===== src/rtl/bus_arbiter.sv =====
// N-channel registered bus arbiter: fixed-priority or round-robin selection,
// grant locking, and saturating conflict counting.
module bus_arbiter #(
  parameter int unsigned      WIDTH      = 16,
  parameter int unsigned      CHANNELS   = 4,
  parameter int unsigned      MODE       = 0,
  parameter logic [WIDTH-1:0] IDLE_VALUE = '0
) (
  input  logic                      clk,
  input  logic                      rst,
  input  logic [CHANNELS-1:0]       req_en,
  input  logic [CHANNELS*WIDTH-1:0] req_data,
  input  logic [CHANNELS-1:0]       lock,
  input  logic                      clear_count,
  output logic [WIDTH-1:0]          out,
  output logic                      out_valid,
  output logic [CHANNELS-1:0]       grant,
  output logic                      conflict,
  output logic [15:0]               conflict_count
);

  localparam int unsigned IDX_W = (CHANNELS > 1) ? $clog2(CHANNELS) : 1;
  localparam int unsigned CNT_W = 16;
  localparam logic [CNT_W-1:0] CNT_MAX = '1;

  logic [WIDTH-1:0]    chan_data [CHANNELS];
  logic [IDX_W-1:0]    ptr_q;
  logic [IDX_W-1:0]    ptr_d;
  logic [IDX_W-1:0]    sel_idx_c;
  logic [IDX_W:0]      rr_sum_c;
  logic                found_c;
  logic                hold_c;
  logic                any_req_c;
  logic                multi_req_c;
  logic [CHANNELS-1:0] grant_d;
  logic [WIDTH-1:0]    out_d;
  logic [CNT_W-1:0]    count_d;

  for (genvar i = 0; i < CHANNELS; i++) begin : g_slice
    assign chan_data[i] = req_data[i*WIDTH +: WIDTH];
  end

  // Next grant, data, pointer and counter
  always_comb begin
    hold_c      = |(grant & req_en & lock);
    any_req_c   = |req_en;
    multi_req_c = (req_en & (req_en - CHANNELS'(1))) != '0;
    sel_idx_c   = '0;
    rr_sum_c    = '0;
    found_c     = 1'b0;
    ptr_d       = ptr_q;
    if (hold_c) begin
      for (int i = 0; i < CHANNELS; i++) begin
        if (grant[i]) sel_idx_c = IDX_W'(i);
      end
    end else if (MODE == 0) begin
      for (int i = CHANNELS - 1; i >= 0; i--) begin
        if (req_en[i]) sel_idx_c = IDX_W'(i);
      end
    end else begin
      // Search upward from the pointer, wrapping past the top channel
      for (int k = 0; k < CHANNELS; k++) begin
        rr_sum_c = {1'b0, ptr_q} + (IDX_W+1)'(k);
        if (rr_sum_c >= (IDX_W+1)'(CHANNELS)) rr_sum_c = rr_sum_c - (IDX_W+1)'(CHANNELS);
        if (!found_c && req_en[IDX_W'(rr_sum_c)]) begin
          found_c   = 1'b1;
          sel_idx_c = IDX_W'(rr_sum_c);
        end
      end
    end
    if (any_req_c && !hold_c) begin
      ptr_d = (sel_idx_c == IDX_W'(CHANNELS - 1)) ? '0 : sel_idx_c + IDX_W'(1);
    end
    grant_d = any_req_c ? (CHANNELS'(1) << sel_idx_c) : '0;
    out_d   = any_req_c ? chan_data[sel_idx_c] : IDLE_VALUE;
    if (clear_count) begin
      count_d = '0;
    end else if (multi_req_c && (conflict_count != CNT_MAX)) begin
      count_d = conflict_count + CNT_W'(1);
    end else begin
      count_d = conflict_count;
    end
  end

  always_ff @(posedge clk or negedge rst) begin
    if (!rst) begin
      out            <= IDLE_VALUE;
      out_valid      <= 1'b0;
      grant          <= '0;
      conflict       <= 1'b0;
      conflict_count <= '0;
      ptr_q          <= '0;
    end else begin
      out            <= out_d;
      out_valid      <= any_req_c;
      grant          <= grant_d;
      conflict       <= multi_req_c;
      conflict_count <= count_d;
      ptr_q          <= ptr_d;
    end
  end

endmodule


===== config.mk =====
export PLATFORM = sky130hd
export DESIGN_NAME = bus_arbiter
export DESIGN_NICKNAME = d
export VERILOG_FILES = /design/src/rtl/bus_arbiter.sv
export SDC_FILE = /design/constraint.sdc
export NUM_CORES = 1
export LEC_CHECK = 0
export BUFFER_PORTS_ARGS = -buffer_cell sky130_fd_sc_hd__buf_2
export CORE_ASPECT_RATIO = 1.2
export CORE_UTILIZATION = 43
export CTS_BUF_LIST = sky130_fd_sc_hd__clkbuf_8
export CTS_CLUSTER_DIAMETER = 30
export CTS_CLUSTER_SIZE = 24
export DETAILED_ROUTE_END_ITERATION = 10
export GPL_TIMING_DRIVEN = 0
export PLACE_DENSITY = 0.84
export SLEW_MARGIN = 40
export SYNTH_ARGS = -nofsm -noshare
export SYNTH_HDL_FRONTEND = slang
export SYNTH_SLANG_ARGS = --single-unit

===== constraint.sdc =====
create_clock -name clk -period 1.8 [get_ports clk]
set_input_delay 0 -clock clk [delete_from_list [all_inputs] [get_ports clk]]
set_output_delay 0 -clock clk [all_outputs]
set_load 0.02 [all_outputs]

==> results.yml <==
die:
  fp.dieW_um: 68.8
  dieArea_um2: 5650
  die_height_um: 82.2
  rows: 28
  io_pins: 113
  start_util_pct: 45.7
  core_um2: 5040
route:
  firstDrtPassIters: 6
  initialDrtViolationCount: 149
  via_per_inst: 5.67
  wl_met2_um: 3910
  drc: 0
  totalWireLength_um: 7350
  wl_per_cell_um: 16.1
  met3_wirelength_um: 609
  via_count: 2585
  ant_nets: 0
  dr.max_layer_used: "met4"
  met1Wirelength_um: 2620
critical_path:
  cp.arrival_ns: 1.92
  worst-setup-path-type: "reg2reg"
  cp_slowest_cell: "dfrtp_1"
  crit_required_ns: 1.97
  crit_path_cell_trace: "nand3_2 -> nand2_2 -> a311oi_4 -> buf_6 -> mux2i_4 -> buf_6 -> a221o_1"
  endpoint_kind: "flip-flop"
  critPathMaxFanout: 7
  r2r_start: "grant[1]$_DFF_PN0_"
  rrSetupSlack_ns: 0.05
  critPathMaxStageDelay_ns: 0.42
  worstSetupStartpointType: "flip-flop"
  cp_common_cell: "buf_6"
  r2r_end: "out[2]$_DFF_PN0_"
  reg2reg_depth: 7
synth:
  yosysUniqueCellTypes: 35
  synth_xor_area_share_pct: 5.70
  synth_fa_ha_area_share_pct: 0.543
  synth_top_family_by_area: "compound AO/OA/AOI/OAI gates"
  avgSynthCellArea_um2: 9.72
  yosys_warnings: 0
  synth-seq-area-share_pct: 41.3
  synthCells: 237
  async_flop_share_pct: 100
  synth_seq_cells: 38
  synth_mux_area_share_pct: 7.82
  ys_dominant_reg_cell: "dfrtp_1"
  synth-compound-area-share_pct: 20.9
  synth_area_um2: 2300
  synthSimpleGateAreaFrac_pct: 18.7
  synth_fp_nets: 313
  synth_edf_count: 0
sta:
  hold_viol: 0
  relSlewSlack_pct: 67.9
  setup_viol: 0
  worst_slack_ns: 0.0492
  fin_skew_ns: 0.00505
  timing.fmax_ghz: 0.571
  fin_crit_sh_pct: 97.3
  setup_tns_ns: 0
  worst_pin_slew_ns: 0.481
  timing.hold.ws_ns: 0.0391
  rsz0062_at_grt: "yes"
  period_needed_ns: 1.75
  report.final.slew_viol_count: 0
cts:
  clkLatencyLatePin_ns: 0.28
  numCtsBuffers: 5
  cts_root_buf: "clkbuf_8"
  clockBufferDepth: 2
  htree_levels: 2
  cts.clk_slew.worst_paths_ns: 0.07
  cts_sinks: 38
  cts_tree: "done"
hold_path:
  hold_class: "in2reg"
  hold_path_depth: 3
  holdCritStartpoint: "req_en[1]"
  hold_end: "out_valid$_DFF_PN0_"
placement:
  place_ws_ns: -0.112
  numPortBuffers: 111
  placed_cell_area_um2: 2950
  dp_hpwl_um: 4570
  place.gp.congestion: 0.821
cells_and_area:
  antenna_cells: 0
  nets: 471
  syn_to_final_growth_pct: 52.0
  drive_above_1_share_pct: 37.6
  fillCellCount: 370
  fin_area_um2: 3500
outcome:
  status: "finished, final reports clean"
global_route:
  overflow: 0
  grt_pass1_vias: 2469
  grt_util_all_layers_pct: 26.9
  grt_start_max_net_pins: 39
  antenna_found_initial: 0
  grt_pass1_wl_um: 11400
power_and_ir_drop:
  leakage_uw: 0.00173
  ir_drop_uv: 334
  cellPowerDensity_nw_per_um2: 648
flow_run:
  maxCapViolations: 0
## kinds of logic (layout without fill, tap and decap cells)
| logic type | count (synthesis) | in the layout |
|---|---|---|
| XOR/XNOR | 15 | 15 |
| flip-flops | 38 | 38 |
| AO/OA/AOI/OAI | 55 | 55 |
| adder cells (fa/ha/maj) | 1 | 1 |
| buffers and inverters | 23 | 182 |
| multiplexers | 18 | 18 |
| AND/OR/NAND/NOR | 87 | 87 |
## Yosys cell counts, types with 2 or more instances
cell / instances / area, µm²
nand3_2: 2 / 20.0
buf_2: 8 / 40.0
dfrtp_1: 38 / 951
nand3_1: 6 / 30.0
nand2_1: 29 / 109
nor3_1: 5 / 25.0
nor2b_1: 2 / 12.5
nor2_1: 19 / 71.3
o21ai_0: 2 / 10.0
buf_6: 2 / 22.5
and3_1: 5 / 31.3
inv_1: 4 / 15.0
a221o_1: 16 / 160
clkbuf_1: 7 / 26.3
nor4_1: 7 / 43.8
xnor2_1: 15 / 131
a22o_1: 16 / 140
mux2i_1: 18 / 180
a22oi_1: 16 / 120
nand4_1: 5 / 31.3
## timing repair
action | 4_1_cts | 5_1_grt
pin swaps | 2 | 19
hold buffers | 33 | 0
resized for setup | 8 | 15
buffers inserted | 4 | 2
cloned | 0 | 1
setup endpoints to repair | 25 | 25
endpoints found under the hold margin | 54 | 0
## area by class of cell
cell class	count	area (µm²)	area share [%]
inverter	4	15.0	0.429
sequential	38	951	27.2
buffer	19	125	3.57
clock buffer	6	82.6	2.36
timing repair buffer	151	952	27.2
clock inverter	2	8.76	0.250
tap	60	75.1	2.14
multi-input combinational	176	1290	36.9
## worst max-delay path by stage
stage	depth (start not counted)	endpoint	startpoint
floorplan	6	out[10]$_DFF_PN0_	grant[1]$_DFF_PN0_
global placement	5	out[12]$_DFF_PN0_	grant[2]$_DFF_PN0_
detailed placement	5	out[7]$_DFF_PN0_	grant[2]$_DFF_PN0_
CTS	6	out[3]$_DFF_PN0_	grant[2]$_DFF_PN0_
global route	7	out[3]$_DFF_PN0_	grant[1]$_DFF_PN0_
finish	7	out[2]$_DFF_PN0_	grant[1]$_DFF_PN0_
## through the flow
step                      utilization, %  total power [µW]  instances
after detailed placement            58.5              1580        408
after global placement              58.5              1560        408
after CTS                           68.1              2250        453
final                               69.4              2270        456
after global routing                69.4              2380        456
after floorplan                        -              1330        237
## metal layers
metal	global-route usage (%)	vias to the layer above
li1	-	1201
met1	30.3	1201
met2	47.6	160
met3	6.04	23
met4	11.6	0
met5	0	-
## sequential cells by signal (all words and copies together) (netlist names)
register and flops:
conflict_count 16, out 16, grant 4, conflict 1
out_valid 1
## power by group
| group | switching, µW | internal, µW | total (µW) |
|---|---|---|---|
| Clock | 286 | 303 | 590 |
| Combinational | 381 | 344 | 725 |
| Sequential | 30.1 | 925 | 955 |
## critical path, delay by kind of cell, from the launching register on
family | cells | cell delay (ns)
AND/OR/NAND/NOR | 2 | 0.16
buffers and inverters | 2 | 0.32
AO/OA/AOI/OAI | 2 | 0.65
multiplexers | 1 | 0.08
flip-flops | 1 | 0.42
## placed cells by master, fill, tap and decap left out, types with 2 or more instances in the layout
master         count
clkbuf_1           5
a221o_1           16
nor4_1             4
nor2b_1            2
nand2_1           29
nor2_1            19
o21ai_0            2
mux2i_1           16
dfrtp_1           38
dlygate4sd3_1     33
and3_1             5
mux2i_4            2
nor3_1             5
a22oi_1           16
nand4_1            5
nor4_2             3
buf_4             10
a22o_1            16
inv_1              5
clkbuf_8           6
xnor2_1           15
buf_6              7
nand3_2            2
buf_2            114
nand3_1            6
(Power assumes the default switching activity.)
